## src/rtl/msk_mixcolumn_pipe_pkg.sv

```systemverilog
// Shared constants and helpers for the masked MixColumns pipeline.
//   AES_POLY : reduction constant used by xtime
//   COL_W    : unshared column width in bits
//   bus_idx  : maps (unshared bit, share) to an index on a bit-interleaved bus
package msk_mixcolumn_pipe_pkg;

    localparam logic [7:0]  AES_POLY = 8'h1B;
    localparam int unsigned COL_W    = 32;
    localparam int unsigned BYTE_W   = 8;
    localparam int unsigned N_ROWS   = 4;

    typedef enum logic {
        MODE_FWD = 1'b0,
        MODE_INV = 1'b1
    } mc_mode_e;

    // Share j of unshared bit b sits at b*d + j.
    function automatic int unsigned bus_idx(input int unsigned bit_i,
                                            input int unsigned share,
                                            input int unsigned d);
        return bit_i * d + share;
    endfunction

endpackage

```

## src/rtl/msk_mixcolumn_pipe_if.sv

```systemverilog
// Column stream interface of the masked MixColumns pipeline.
//   sh_in/in_inv/in_valid/in_ready    : upstream column handshake
//   sh_out/out_last/out_valid/out_ready : downstream column handshake
// master = producer/consumer side (bench or neighbouring stages), slave = the unit.
interface msk_mixcolumn_pipe_if
    import msk_mixcolumn_pipe_pkg::*;
#(
    parameter int unsigned d = 2
);
    localparam int unsigned W = COL_W * d;

    logic [W-1:0] sh_in;
    logic         in_inv;
    logic         in_valid;
    logic         in_ready;
    logic [W-1:0] sh_out;
    logic         out_valid;
    logic         out_ready;
    logic         out_last;

    modport master (
        output sh_in, in_inv, in_valid, out_ready,
        input  in_ready, sh_out, out_valid, out_last
    );

    modport slave (
        input  sh_in, in_inv, in_valid, out_ready,
        output in_ready, sh_out, out_valid, out_last
    );

endinterface

```

## src/rtl/msk_xtime_sharewise.sv

```systemverilog
// Share-wise GF(2^8) multiply-by-2 on one bit-interleaved masked byte.
//   i_x   : 8*d-bit masked byte (bit b, share j at b*d+j)
//   o_x_c : combinational xtime of every share, same layout
// Each output bit uses only bits of its own share.
module msk_xtime_sharewise
    import msk_mixcolumn_pipe_pkg::*;
#(
    parameter int unsigned d = 2
) (
    input  logic [BYTE_W*d-1:0] i_x,
    output logic [BYTE_W*d-1:0] o_x_c
);

    for (genvar j = 0; j < int'(d); j++) begin : g_share
        for (genvar b = 0; b < int'(BYTE_W); b++) begin : g_bit
            if (b == 0) begin : g_lsb
                assign o_x_c[bus_idx(0, j, d)] =
                    AES_POLY[0] & i_x[bus_idx(BYTE_W - 1, j, d)];
            end else begin : g_upper
                assign o_x_c[bus_idx(b, j, d)] =
                    i_x[bus_idx(b - 1, j, d)] ^
                    (AES_POLY[b] & i_x[bus_idx(BYTE_W - 1, j, d)]);
            end
        end
    end

endmodule

```

## src/rtl/msk_mixcolumn_pipe.sv

```systemverilog
// Masked AES MixColumns / InvMixColumns column stage with a valid/ready
// output register and a column counter marking column 3 of each state.
//   clk, rst_n : clock, asynchronous active-low reset
//   bus        : slave side of msk_mixcolumn_pipe_if (column in, column out)
// Purely linear and share-wise: no randomness, no cross-share logic.
module msk_mixcolumn_pipe
    import msk_mixcolumn_pipe_pkg::*;
#(
    parameter int unsigned d = 2
) (
    input  logic                  clk,
    input  logic                  rst_n,
    msk_mixcolumn_pipe_if.slave   bus
);

    localparam int unsigned BW = BYTE_W * d;
    localparam int unsigned CW = COL_W * d;

    logic [BW-1:0] w_a [N_ROWS];
    logic [BW-1:0] w_b [N_ROWS];
    logic [BW-1:0] w_t [N_ROWS];
    logic [BW-1:0] w_r [N_ROWS];
    logic [BW-1:0] w_s02, w_s13;
    logic [BW-1:0] w_u2, w_u4, w_v2, w_v4;
    logic [BW-1:0] w_u, w_v;
    logic [BW-1:0] w_gate;
    logic [CW-1:0] w_mix;
    mc_mode_e      w_mode;
    logic          w_in_hs;
    logic          w_out_hs;

    logic [CW-1:0] r_out_q;
    logic          r_out_valid;
    logic          r_out_last;
    logic [1:0]    r_col_cnt;

    // Bytes are contiguous BW-bit slices of the interleaved bus.
    for (genvar k = 0; k < int'(N_ROWS); k++) begin : g_slice
        assign w_a[k] = bus.sh_in[bus_idx(BYTE_W * k, 0, d) +: BW];
        assign w_mix[bus_idx(BYTE_W * k, 0, d) +: BW] = w_r[k];
    end

    // Inverse pre-step: 4*(a0^a2) and 4*(a1^a3), gated off in forward mode.
    assign w_s02 = w_a[0] ^ w_a[2];
    assign w_s13 = w_a[1] ^ w_a[3];

    msk_xtime_sharewise #(.d(d)) u_xt_u2 (.i_x(w_s02), .o_x_c(w_u2));
    msk_xtime_sharewise #(.d(d)) u_xt_u4 (.i_x(w_u2),  .o_x_c(w_u4));
    msk_xtime_sharewise #(.d(d)) u_xt_v2 (.i_x(w_s13), .o_x_c(w_v2));
    msk_xtime_sharewise #(.d(d)) u_xt_v4 (.i_x(w_v2),  .o_x_c(w_v4));

    assign w_mode = mc_mode_e'(bus.in_inv);
    assign w_gate = {BW{w_mode == MODE_INV}};
    assign w_u    = w_u4 & w_gate;
    assign w_v    = w_v4 & w_gate;

    // Shared forward network: r_k = 2b_k ^ 3b_{k+1} ^ b_{k+2} ^ b_{k+3}.
    for (genvar k = 0; k < int'(N_ROWS); k++) begin : g_fwd
        if ((k % 2) == 0) begin : g_even
            assign w_b[k] = w_a[k] ^ w_u;
        end else begin : g_odd
            assign w_b[k] = w_a[k] ^ w_v;
        end

        msk_xtime_sharewise #(.d(d)) u_xt_fwd (.i_x(w_b[k]), .o_x_c(w_t[k]));

        assign w_r[k] = w_t[k] ^ w_t[(k + 1) % 4] ^ w_b[(k + 1) % 4] ^
                        w_b[(k + 2) % 4] ^ w_b[(k + 3) % 4];
    end

    // Handshakes; backpressure passes straight through (no skid buffer).
    assign bus.in_ready  = !r_out_valid || bus.out_ready;
    assign w_in_hs       = bus.in_valid && bus.in_ready;
    assign w_out_hs      = r_out_valid && bus.out_ready;
    assign bus.sh_out    = r_out_q;
    assign bus.out_valid = r_out_valid;
    assign bus.out_last  = r_out_last;

    // Output register and column counter.
    always_ff @(posedge clk or negedge rst_n) begin
        if (!rst_n) begin
            r_out_q     <= '0;
            r_out_valid <= 1'b0;
            r_out_last  <= 1'b0;
            r_col_cnt   <= 2'd0;
        end else begin
            if (w_in_hs) begin
                r_out_q     <= w_mix;
                r_out_valid <= 1'b1;
                r_out_last  <= (r_col_cnt == 2'd3);
                r_col_cnt   <= r_col_cnt + 2'd1;
            end else if (w_out_hs) begin
                r_out_valid <= 1'b0;
            end
        end
    end

endmodule

```

## src/flat_wrapper.sv

```systemverilog
// flat-port wrapper written by rule: the top's interface ports become plain ports
module msk_mixcolumn_pipe_flat import msk_mixcolumn_pipe_pkg::*;
#(
    parameter int unsigned d = 2
)
  (clk, rst_n, bus_sh_in, bus_in_inv, bus_in_valid, bus_out_ready, bus_in_ready, bus_sh_out, bus_out_valid, bus_out_last);
  msk_mixcolumn_pipe_if #(.d(d)) bus_i ();
  input  logic clk;
  input  logic rst_n;
  input wire logic [$bits(bus_i.sh_in)-1:0] bus_sh_in;
  input wire logic [$bits(bus_i.in_inv)-1:0] bus_in_inv;
  input wire logic [$bits(bus_i.in_valid)-1:0] bus_in_valid;
  input wire logic [$bits(bus_i.out_ready)-1:0] bus_out_ready;
  output wire logic [$bits(bus_i.in_ready)-1:0] bus_in_ready;
  output wire logic [$bits(bus_i.sh_out)-1:0] bus_sh_out;
  output wire logic [$bits(bus_i.out_valid)-1:0] bus_out_valid;
  output wire logic [$bits(bus_i.out_last)-1:0] bus_out_last;
  assign bus_i.sh_in = bus_sh_in;
  assign bus_i.in_inv = bus_in_inv;
  assign bus_i.in_valid = bus_in_valid;
  assign bus_i.out_ready = bus_out_ready;
  assign bus_in_ready = bus_i.in_ready;
  assign bus_sh_out = bus_i.sh_out;
  assign bus_out_valid = bus_i.out_valid;
  assign bus_out_last = bus_i.out_last;
  msk_mixcolumn_pipe #(.d(d)) u_core (.clk(clk), .rst_n(rst_n), .bus(bus_i));
endmodule
```

## config.mk

```make
export PLATFORM = sky130hd
export DESIGN_NAME = msk_mixcolumn_pipe_flat
export DESIGN_NICKNAME = d
export VERILOG_FILES = /design/src/rtl/msk_mixcolumn_pipe_pkg.sv /design/src/rtl/msk_mixcolumn_pipe_if.sv /design/src/rtl/msk_xtime_sharewise.sv /design/src/rtl/msk_mixcolumn_pipe.sv /design/src/flat_wrapper.sv
export SDC_FILE = /design/constraint.sdc
export NUM_CORES = 1
export LEC_CHECK = 0
export CAP_MARGIN = 20
export CORE_ASPECT_RATIO = 1.25
export CORE_MARGIN = 3
export CORE_UTILIZATION = 45
export DETAILED_ROUTE_END_ITERATION = 7
export DONT_BUFFER_PORTS = 1
export GPL_TIMING_DRIVEN = 0
export PLACE_DENSITY = 0.62
export REMOVE_ABC_BUFFERS = 1
export SLEW_MARGIN = 20
export SYNTH_ARGS = -nofsm -noshare
export SYNTH_HDL_FRONTEND = slang
export SYNTH_SLANG_ARGS = --single-unit
```

## constraint.sdc

```tcl
create_clock -name clk -period 2.15 [get_ports clk]
set_input_delay 0.215 -clock clk [delete_from_list [all_inputs] [get_ports clk]]
set_output_delay 0.215 -clock clk [all_outputs]
set_load 0.005 [all_outputs]
```

# Word-level counts from Yosys, hierarchy flattened
# Cells that the tools add are included.
totals:
  register_bits: 68
  inputBits: 69
  out_inout_bits: 67
  word_cells: 85
op_classes:
  addsub: 1
  n_eq_ne: 1
  n_mux: 2
  bitwise: 72
  n_reduce_logical: 5
op_table:
  columns: ["op", "n"]
  rows:
  - ["XOR 16 bit", 22]
  - ["XOR 1 bit", 48]
  - ["AND 16 bit", 2]
  - ["adder 2 x 1 -> 2 bit, second input constant", 1]
  - ["== test 2 bit, second input constant", 1]
  - ["logical AND 1 bit", 2]
  - ["2-to-1 mux 1 bit", 2]
  - ["nonzero test 2 bit", 1]
  - ["zero test 1 bit", 1]
  - ["logical OR 1 bit", 1]

# Longest topological paths before layout
# Gate-level depths: netlist (run 1).
depth:
  word_depth: 10
  depth_mapped: 9
  mapped_depth_nobuf: 7

# By module
# Synthesis (run 1) repeated with hierarchy kept, for this count alone.
unflattened:
  cells_unflattened: 679
  area_unflattened_um2: 7522.2
modules_own_cells:
  columns: ["module", "instances", "cells_each", "area_per_inst_um2", "seq_area_each_um2"]
  rows:
  - ["msk_mixcolumn_pipe", 1, 551, 6501.2, 1701.6]
  - ["msk_xtime_sharewise", 8, 16, 127.6, 0.0]

# Worst setup path after synthesis (run 1)
# OpenSTA, ideal clock, no wires.
synth_path:
  kind: "in2reg"
  from: "input port bus_sh_in[45]"
  to: "register u_core.r_out_q[3], in the netlist u_core.bus.sh_out[3]"
  setup_ns: 0.125
  t_arrival_ns: 2.042
  required_time_ns: 2.025
  path_slack_ns: -0.016
  path_stages: 7
  n_path_buf: 0
  cell_sequence: "xnor2_2 -> xnor2_2 -> nand2_1 -> xor2_1 -> xnor2_1 -> xnor3_1 -> mux2_2"
synth_via:
  elab_chain_cells: 8
  elab_cells_between_ends: 10
  cone_classes: "bitwise: 10"
synth_rtl:
  columns: ["element", "line", "rtl"]
  rows:
  - ["start: declaration", "flat_wrapper.sv:10", "input wire logic [$bits(bus_i.sh_in)-1:0] bus_sh_in;"]
  - ["XOR 16 bit (*)", "msk_mixcolumn_pipe.sv:44", "assign w_s02 = w_a[0] ^ w_a[2];"]
  - ["AND 16 bit (*)", "msk_mixcolumn_pipe.sv:54", "assign w_u = w_u4 & w_gate;"]
  - ["XOR 16 bit", "msk_mixcolumn_pipe.sv:60", "assign w_b[k] = w_a[k] ^ w_u;"]
  - ["XOR 1 bit", "msk_xtime_sharewise.sv:21", "i_x[bus_idx(b - 1, j, d)] ^"]
  - ["XOR 16 bit (2 in series)", "msk_mixcolumn_pipe.sv:67", "assign w_r[k] = w_t[k] ^ w_t[(k + 1) % 4] ^ w_b[(k + 1) % 4] ^"]
  - ["XOR 16 bit (*)", "msk_mixcolumn_pipe.sv:67", null]
  - ["XOR 16 bit (*)", "msk_mixcolumn_pipe.sv:68", "w_b[(k + 2) % 4] ^ w_b[(k + 3) % 4];"]
  - ["end signal: assignment", "msk_mixcolumn_pipe.sv:88", "r_out_q <= w_mix;"]
  - ["end: declaration", "msk_mixcolumn_pipe.sv:32", "logic [CW-1:0] r_out_q;"]
# Every way passes the cells marked *; elsewhere a longest branch is shown, timed or not.
# A chain may end at the register's enable or synchronous reset.

# Worst setup path after layout (run 1)
layout_path:
  from: "input port bus_sh_in[27]"
  to: "register u_core.r_out_q[41], in the netlist u_core.bus.sh_out[41]"
layout_via:
  elab_chain_cells: 8
layout_rtl:
  columns: ["element", "line", "rtl"]
  rows:
  - ["XOR 16 bit", "msk_mixcolumn_pipe.sv:45", "assign w_s13 = w_a[1] ^ w_a[3];"]
  - ["AND 16 bit", "msk_mixcolumn_pipe.sv:55", "assign w_v = w_v4 & w_gate;"]
  - ["XOR 16 bit", "msk_mixcolumn_pipe.sv:62", "assign w_b[k] = w_a[k] ^ w_v;"]
  - ["XOR 1 bit", "msk_xtime_sharewise.sv:21", null]
  - ["XOR 16 bit (3 in series)", "msk_mixcolumn_pipe.sv:67", null]
  - ["XOR 16 bit", "msk_mixcolumn_pipe.sv:68", null]
# Every way passes these cells.

==> results of run 1 <==
==> state kept, by name (all words and copies together) (netlist names) <==
register and cells:
u_core.r_col_cnt 2, u_core.bus.sh_out 64, u_core.bus.out_last 1, u_core.bus.out_valid 1
==> cell usage after synthesis <==
cell type	number	area (sq um)
and2_1	1	6.26
buf_2	4	20.0
clkbuf_1	14	52.6
dfrtp_1	68	1700
ha_1	1	12.5
mux2_2	11	124
nand2_1	84	315
nand2_2	3	18.8
nand2b_1	8	50.1
nor2b_1	1	6.26
o21ai_0	50	250
o21ai_1	6	30.0
xnor2_1	150	1310
xnor2_2	8	130
xnor3_1	29	653
xnor3_2	1	23.8
xor2_1	98	858
xor2_2	8	130
xor2_4	1	27.5
xor3_1	8	190
xor3_2	1	25.0
==> area by class of cell <==
type | count | share of cell area [%]
well taps | 168 | 3.21
flip-flops and latches | 68 | 26.0
clock buffers | 13 | 3.98
clock inverters | 2 | 0.153
repair buffers | 9 | 1.72
multi-input cells | 469 | 64.9
==> layer usage <==
metal,track usage [%],up-vias
li1,-,1763
met1,19.9,1705
met2,35.6,112
met3,6.93,18
met4,5.61,0
met5,0,-
==> worst max-delay path: cells and delay by family <==
kind | cells | cell delay [ps]
AOI/OAI and AO/OA | 1 | 140
and+or+nand+nor | 1 | 130
xor gates and xnor gates | 5 | 1780
==> report_power, final <==
group | switching, mW | internal, mW | leakage (nW)
combinational | 1.59 | 2.03 | 1.86
sequential | 0.484 | 1.89 | 0.830
clock | 0.542 | 0.835 | 0.135
total | 2.62 | 4.76 | 2.83
==> repair_timing <==
action	4_1_cts	5_1_grt
pin swaps	0	1
hold endpoints to repair	69	0
buffers inserted	0	5
gates resized for setup	3	6
hold buffers	3	0
setup endpoints to repair	3	4
==> worst max-delay path by stage <==
stage / to / startpoint / cells past startpoint
after floorplan: u_core.bus.out_last / u_core.bus.out_valid / 3
after CTS: u_core.bus.sh_out[3] / bus_sh_in[45] / 7
after global placement: u_core.bus.sh_out[27] / u_core.bus.out_valid / 3
after detailed placement: u_core.bus.sh_out[57] / bus_sh_in[29] / 7
after global routing: u_core.bus.sh_out[38] / bus_sh_in[26] / 7
final: u_core.bus.sh_out[41] / bus_sh_in[27] / 7
==> cells by family (layout without fill, tap and decap cells) <==
family                     count (synthesis)  in the layout  share of synthesized area (%)
muxes                                     11             11                           2.09
adders and majority gates                  1              1                          0.211
and+or+nand+nor                           97             97                           6.68
AOI/OAI and AO/OA                         56             56                           4.72
buffers and inverters                     18             24                           1.22
DFF                                       68             68                           28.6
xor gates and xnor gates                 304            304                           56.4
==> metrics by stage <==
step	instance area (sq um)	utilization (%)
4_1_cts	6460	50.6
6_report	6550	51.2
2_1_floorplan	5870	-
3_3_place_gp	6080	47.6
5_1_grt	6550	51.2
3_5_place_dp	6110	47.8
==> impl_results.md, run 1 <==
- Max-slew headroom: 39.7%
- Clock root cell: clkbuf_16
- Final Skew: 4.61 ps
- Maximum vdd ir drop: 0.577 mV
- Worst R2R End: u_core.bus.sh_out[27]
- Most frequent cells in the layout: xnor2_1, xor2_1, nand2_1
- Min Tclk post-route: 2020 ps
- # diodes: 0
- Endpoint, Worst Hold: u_core.bus.sh_out[49]
- CTS clock-pin slew for the worst setup and hold paths: 60 ps
- Die Ht: 134 um
- Die X: 109 um
- Pins Over Slew Limit: 0
- Initial antenna violation count: 0
- Crit path cell chain: xor2_1 -> nand2_1 -> xor2_1 -> xnor2_1 -> xor2_1 -> xnor3_1 -> o21ai_1
- CP endpoint kind: flop
- Final Hold Fails: 0
- Netlist Area Pre-Place: 0.00594 sq mm
- Avg WL per Cell: 18.6 um
- DR vias: 3598
- Worst Max-Slew Pin Slew: 897 ps
- R2r startpoint: u_core.bus.out_valid
- Period utilization: 93.9%
- CP Data Arrival Time: 2270 ps
- Slowest stage delay, CP: 770 ps
- GR Util All Layers: 19.2%
- Tightest Hold Check Type: input pin to flop
- R2R setup slack: 420 ps
- TritonCTS buffer count: 9
- TritonCTS clock tree: done
- Met2 wire len: 7370 um
- Clk_lat worst skew: 330 ps
- Yosys warns: 0
- Post-placement cell count: 706
- DR top layer: met4
- Layout Nets: 627
- Post-Syn Instances: 555
- Post-synthesis cell type count: 21
- Most common cell on crit path: xor2_1
- Row count: 46
- # fillers: 1166
- Startpoint types: input pin
- Kind of critical path: input pin to flop
- Core Footprint: 0.0128 sq mm
- Endpoints failing setup: 0
- DR vias/cell: 4.94
- Status: completed
- Hold Slack: 82.9 ps
- Synth Register Bits: 68
- Starting density of the core: 46.5%
- Post-route worst setup slack: 132 ps
- Max FO, Critical Path: 5
- RSZ-0062 raised after global routing: false
- Initial drt markers: 117
- Leakage: 2.83 nW
- Highest clock rate: 0.496 GHz
- P per Cell Area: 1130 mW/mm^2
- Hold path cells: 2
- DRT antenna net count: 0
- CTS max path bufs: 2
- Syn Area/Cell: 10.7 sq um
- Layout cell share with drive strength beyond 1: 10.7%
- Sink Count: 68
- Total Routed Length: 13500 um
- Vias in the first global route: 3998
- DP Worst Slack: -421 ps
- Register area: 0.00170 sq mm
- Fin Setup TNS: 0 ps
- H-tree levels: 3
- Placer Congestion: 0.784
- First-pass DRT Iterations: 4
- Max cap viols: 0
- Register area share after synthesis: 28.6%
- Overflow left after global routing: 0
- Hold path start: bus_sh_in[33]
- Commonest non-fill, non-tap cell in the layout: xnor2_1
- Area grow syn2layout: 10.2%
- I/O Pins: 136
- R2r worst-path depth: 4
- Largest net degree at the start of global routing: 75
- Area of the multi-input gates: 0.00425 sq mm
- Fin cells: 729
- Crit-path slowest cell: xnor2_1
- Die ar.: 0.0146 sq mm
- WL met3: 1250 um
- Final HPWL DP: 10600 um
- Post-Route M1 WL: 4660 um
- Buffers on Ports: 0
- Global-route wire length before repair: 21600 um
- DRC Markers: 0
- Worst path required time: 2400 ps
- Tot Pwr: 7.38 mW
Power figures use the tool's default switching activity.
==> inputs of run 2 (changes only) <==
Settings changed: ABC_AREA set to 1.
==> impl_results.md, run 2 <==
- Status: completed
- Total Routed Length: 21200 um
- Area of the multi-input gates: 0.00545 sq mm
- Layout Nets: 1328
- Yosys warns: 0
- Leakage: 4.64 nW
- Synth Register Bits: 68
- Post-Syn Instances: 1264
- CP endpoint kind: flop
- Clk_lat worst skew: 340 ps
- DRC Markers: 0
- Top cell type's share of synthesized area: 31.5%
- Startpoint types: flop
- Layout cell share with drive strength beyond 1: 6.89%
- Worst path required time: 2430 ps
- Max-slew headroom: 45.3%
- Overflow left after global routing: 0
- GR Util All Layers: 23.3%
- Sink Count: 68
- Count leader, synth: nand2_1
- Max reg flops: 64
- Kind of critical path: flop to flop
- Area leader, netlist: nand2_1
- Hold path cells: 2
- CP Data Arrival Time: 2150 ps
- P per Cell Area: 785 mW/mm^2
- Post-CTS Setup Bufs: 0
- Register area: 0.00170 sq mm
- Syn Area/Cell: 6.09 sq um
- Most frequent cells after synthesis: nand2_1, nand3_1, inv_1
- Worst Max-Slew Pin Slew: 817 ps
- Clock root cell: clkbuf_16
- Placer Congestion: 0.893
- TritonCTS buffer count: 9
- Synth top area cells: nand2_1, dfrtp_1, nand3_1
- Die ar.: 0.0187 sq mm
- First-pass DRT Iterations: 5
- Tightest Hold Check Type: input pin to flop
- # fillers: 1739
- Final Hold Fails: 0
- Initial antenna violation count: 0
- Final Skew: 9.82 ps
- Area grow syn2layout: 6.98%
- Post-synthesis cell type count: 32
- Period utilization: 87.0%
- Starting density of the core: 46.8%
- Die X: 123 um
- CTS clock-pin slew for the worst setup and hold paths: 60 ps
- DR vias/cell: 4.96
- Netlist Area Pre-Place: 0.00770 sq mm
- Commonest non-fill, non-tap cell in the layout: nand2_1
- Initial drt markers: 412
- Die Ht: 152 um
- Most frequent cells in the layout: nand2_1, nand3_1, inv_1
- Largest net degree at the start of global routing: 69
- Max cap viols: 0
- Min Tclk post-route: 1870 ps
- Fin cells: 1479
- Core Footprint: 0.0165 sq mm
- Vias in the first global route: 7140
- # diodes: 0
- DR vias: 7334
- Synth Flop Type: dfrtp_1
- Row count: 52
- Final HPWL DP: 17000 um
- Endpoints failing setup: 0
- I/O Pins: 136
- Pins Over Slew Limit: 0
- DRT antenna net count: 0
- TritonCTS clock tree: done
- Buffers on Ports: 0
- CTS max path bufs: 2
- Highest clock rate: 0.535 GHz
- Global-route wire length before repair: 35100 um
- Post-placement cell count: 1461
- Tot Pwr: 6.47 mW
- Asr flop ratio synth: 100%
- RSZ-0062 raised after global routing: false
- Max FO, Critical Path: 65
- R2r worst-path depth: 6
- EDFF count, synth: 0
- Register area share after synthesis: 22.1%
- Avg WL per Cell: 14.3 um
- Hold Slack: 127 ps
- Maximum vdd ir drop: 0.353 mV
- H-tree levels: 3
run 2: worst paths after layout:
kind | start | end | slack (ps)
setup reg to reg | u_core.bus.out_valid | u_core.bus.sh_out[44] | 280
setup / recovery | u_core.bus.out_valid | u_core.bus.sh_out[44] | 280
hold reg to reg | u_core.r_col_cnt[1] | u_core.r_col_cnt[1] | 490
max in group asynchronous | rst_n | u_core.bus.sh_out[47] | 1440
min in group asynchronous | rst_n | u_core.bus.sh_out[42] | 410
hold / removal | bus_in_valid | u_core.bus.out_valid | 130
run 2: final cells by class:
type	count	area share, %
Clock buffer	10	2.90
Tap cell	216	3.28
Inverter	119	5.45
Clock inverter	6	0.774
Multi-Input combinational cell	1057	66.2
Timing Repair Buffer	3	0.789
Sequential cell	68	20.6
run 2: per-layer routing:
layer / track usage [%] / vias to the layer above / routed length (um)
met5: 0 / - / 0
met4: 7.70 / 0 / 550
met3: 5.35 / 31 / 1320
met2: 41.1 / 157 / 10700
met1: 27.6 / 3239 / 8570
li1: - / 3907 / -
run 2: per-stage QoR:
| step | setup slack [ps] | setup TNS [ps] | instance area (sq um) | utilization, % |
|---|---|---|---|---|
| global route | 88.0 | 0 | 8240 | 50.1 |
| global placement | -2150 | -124030 | 7860 | 47.8 |
| CTS | 243 | 0 | 8240 | 50.1 |
| detailed placement | -89.3 | -1420 | 7900 | 48.0 |
| floorplan | -620 | -33560 | 7590 | - |
| finish | 280 | 0 | 8240 | 50.1 |
run 2: repair_timing:
| item | CTS | global route |
|---|---|---|
| hold buffers | 2 | 0 |
| endpoints found under the setup margin | 49 | 0 |
| endpoints found under the hold margin | 68 | 0 |
| gates resized for setup | 1 | 0 |
run 2: critical path: stages, from the launching register on:
cell and delay (ps):
dfrtp_1 400, nand2_1 170, nand2_4 170, buf_16 250, inv_4 480, nand3_1 190, nand2_1 90
run 2: cell families after synthesis:
group                      Yosys count  synth area share, %
and+or+nand+nor                    891                 49.5
xor gates and xnor gates           152                 20.2
buffers and inverters              139                 7.23
DFF                                 68                 22.1
AOI/OAI and AO/OA                   13                0.845
adders and majority gates            1                0.162
run 2: report_power, final:
part           total [mW]  switching, mW  internal (mW)
clock                1.53          0.604          0.927
sequential           2.09          0.378           1.71
combinational        2.85           1.80           1.05
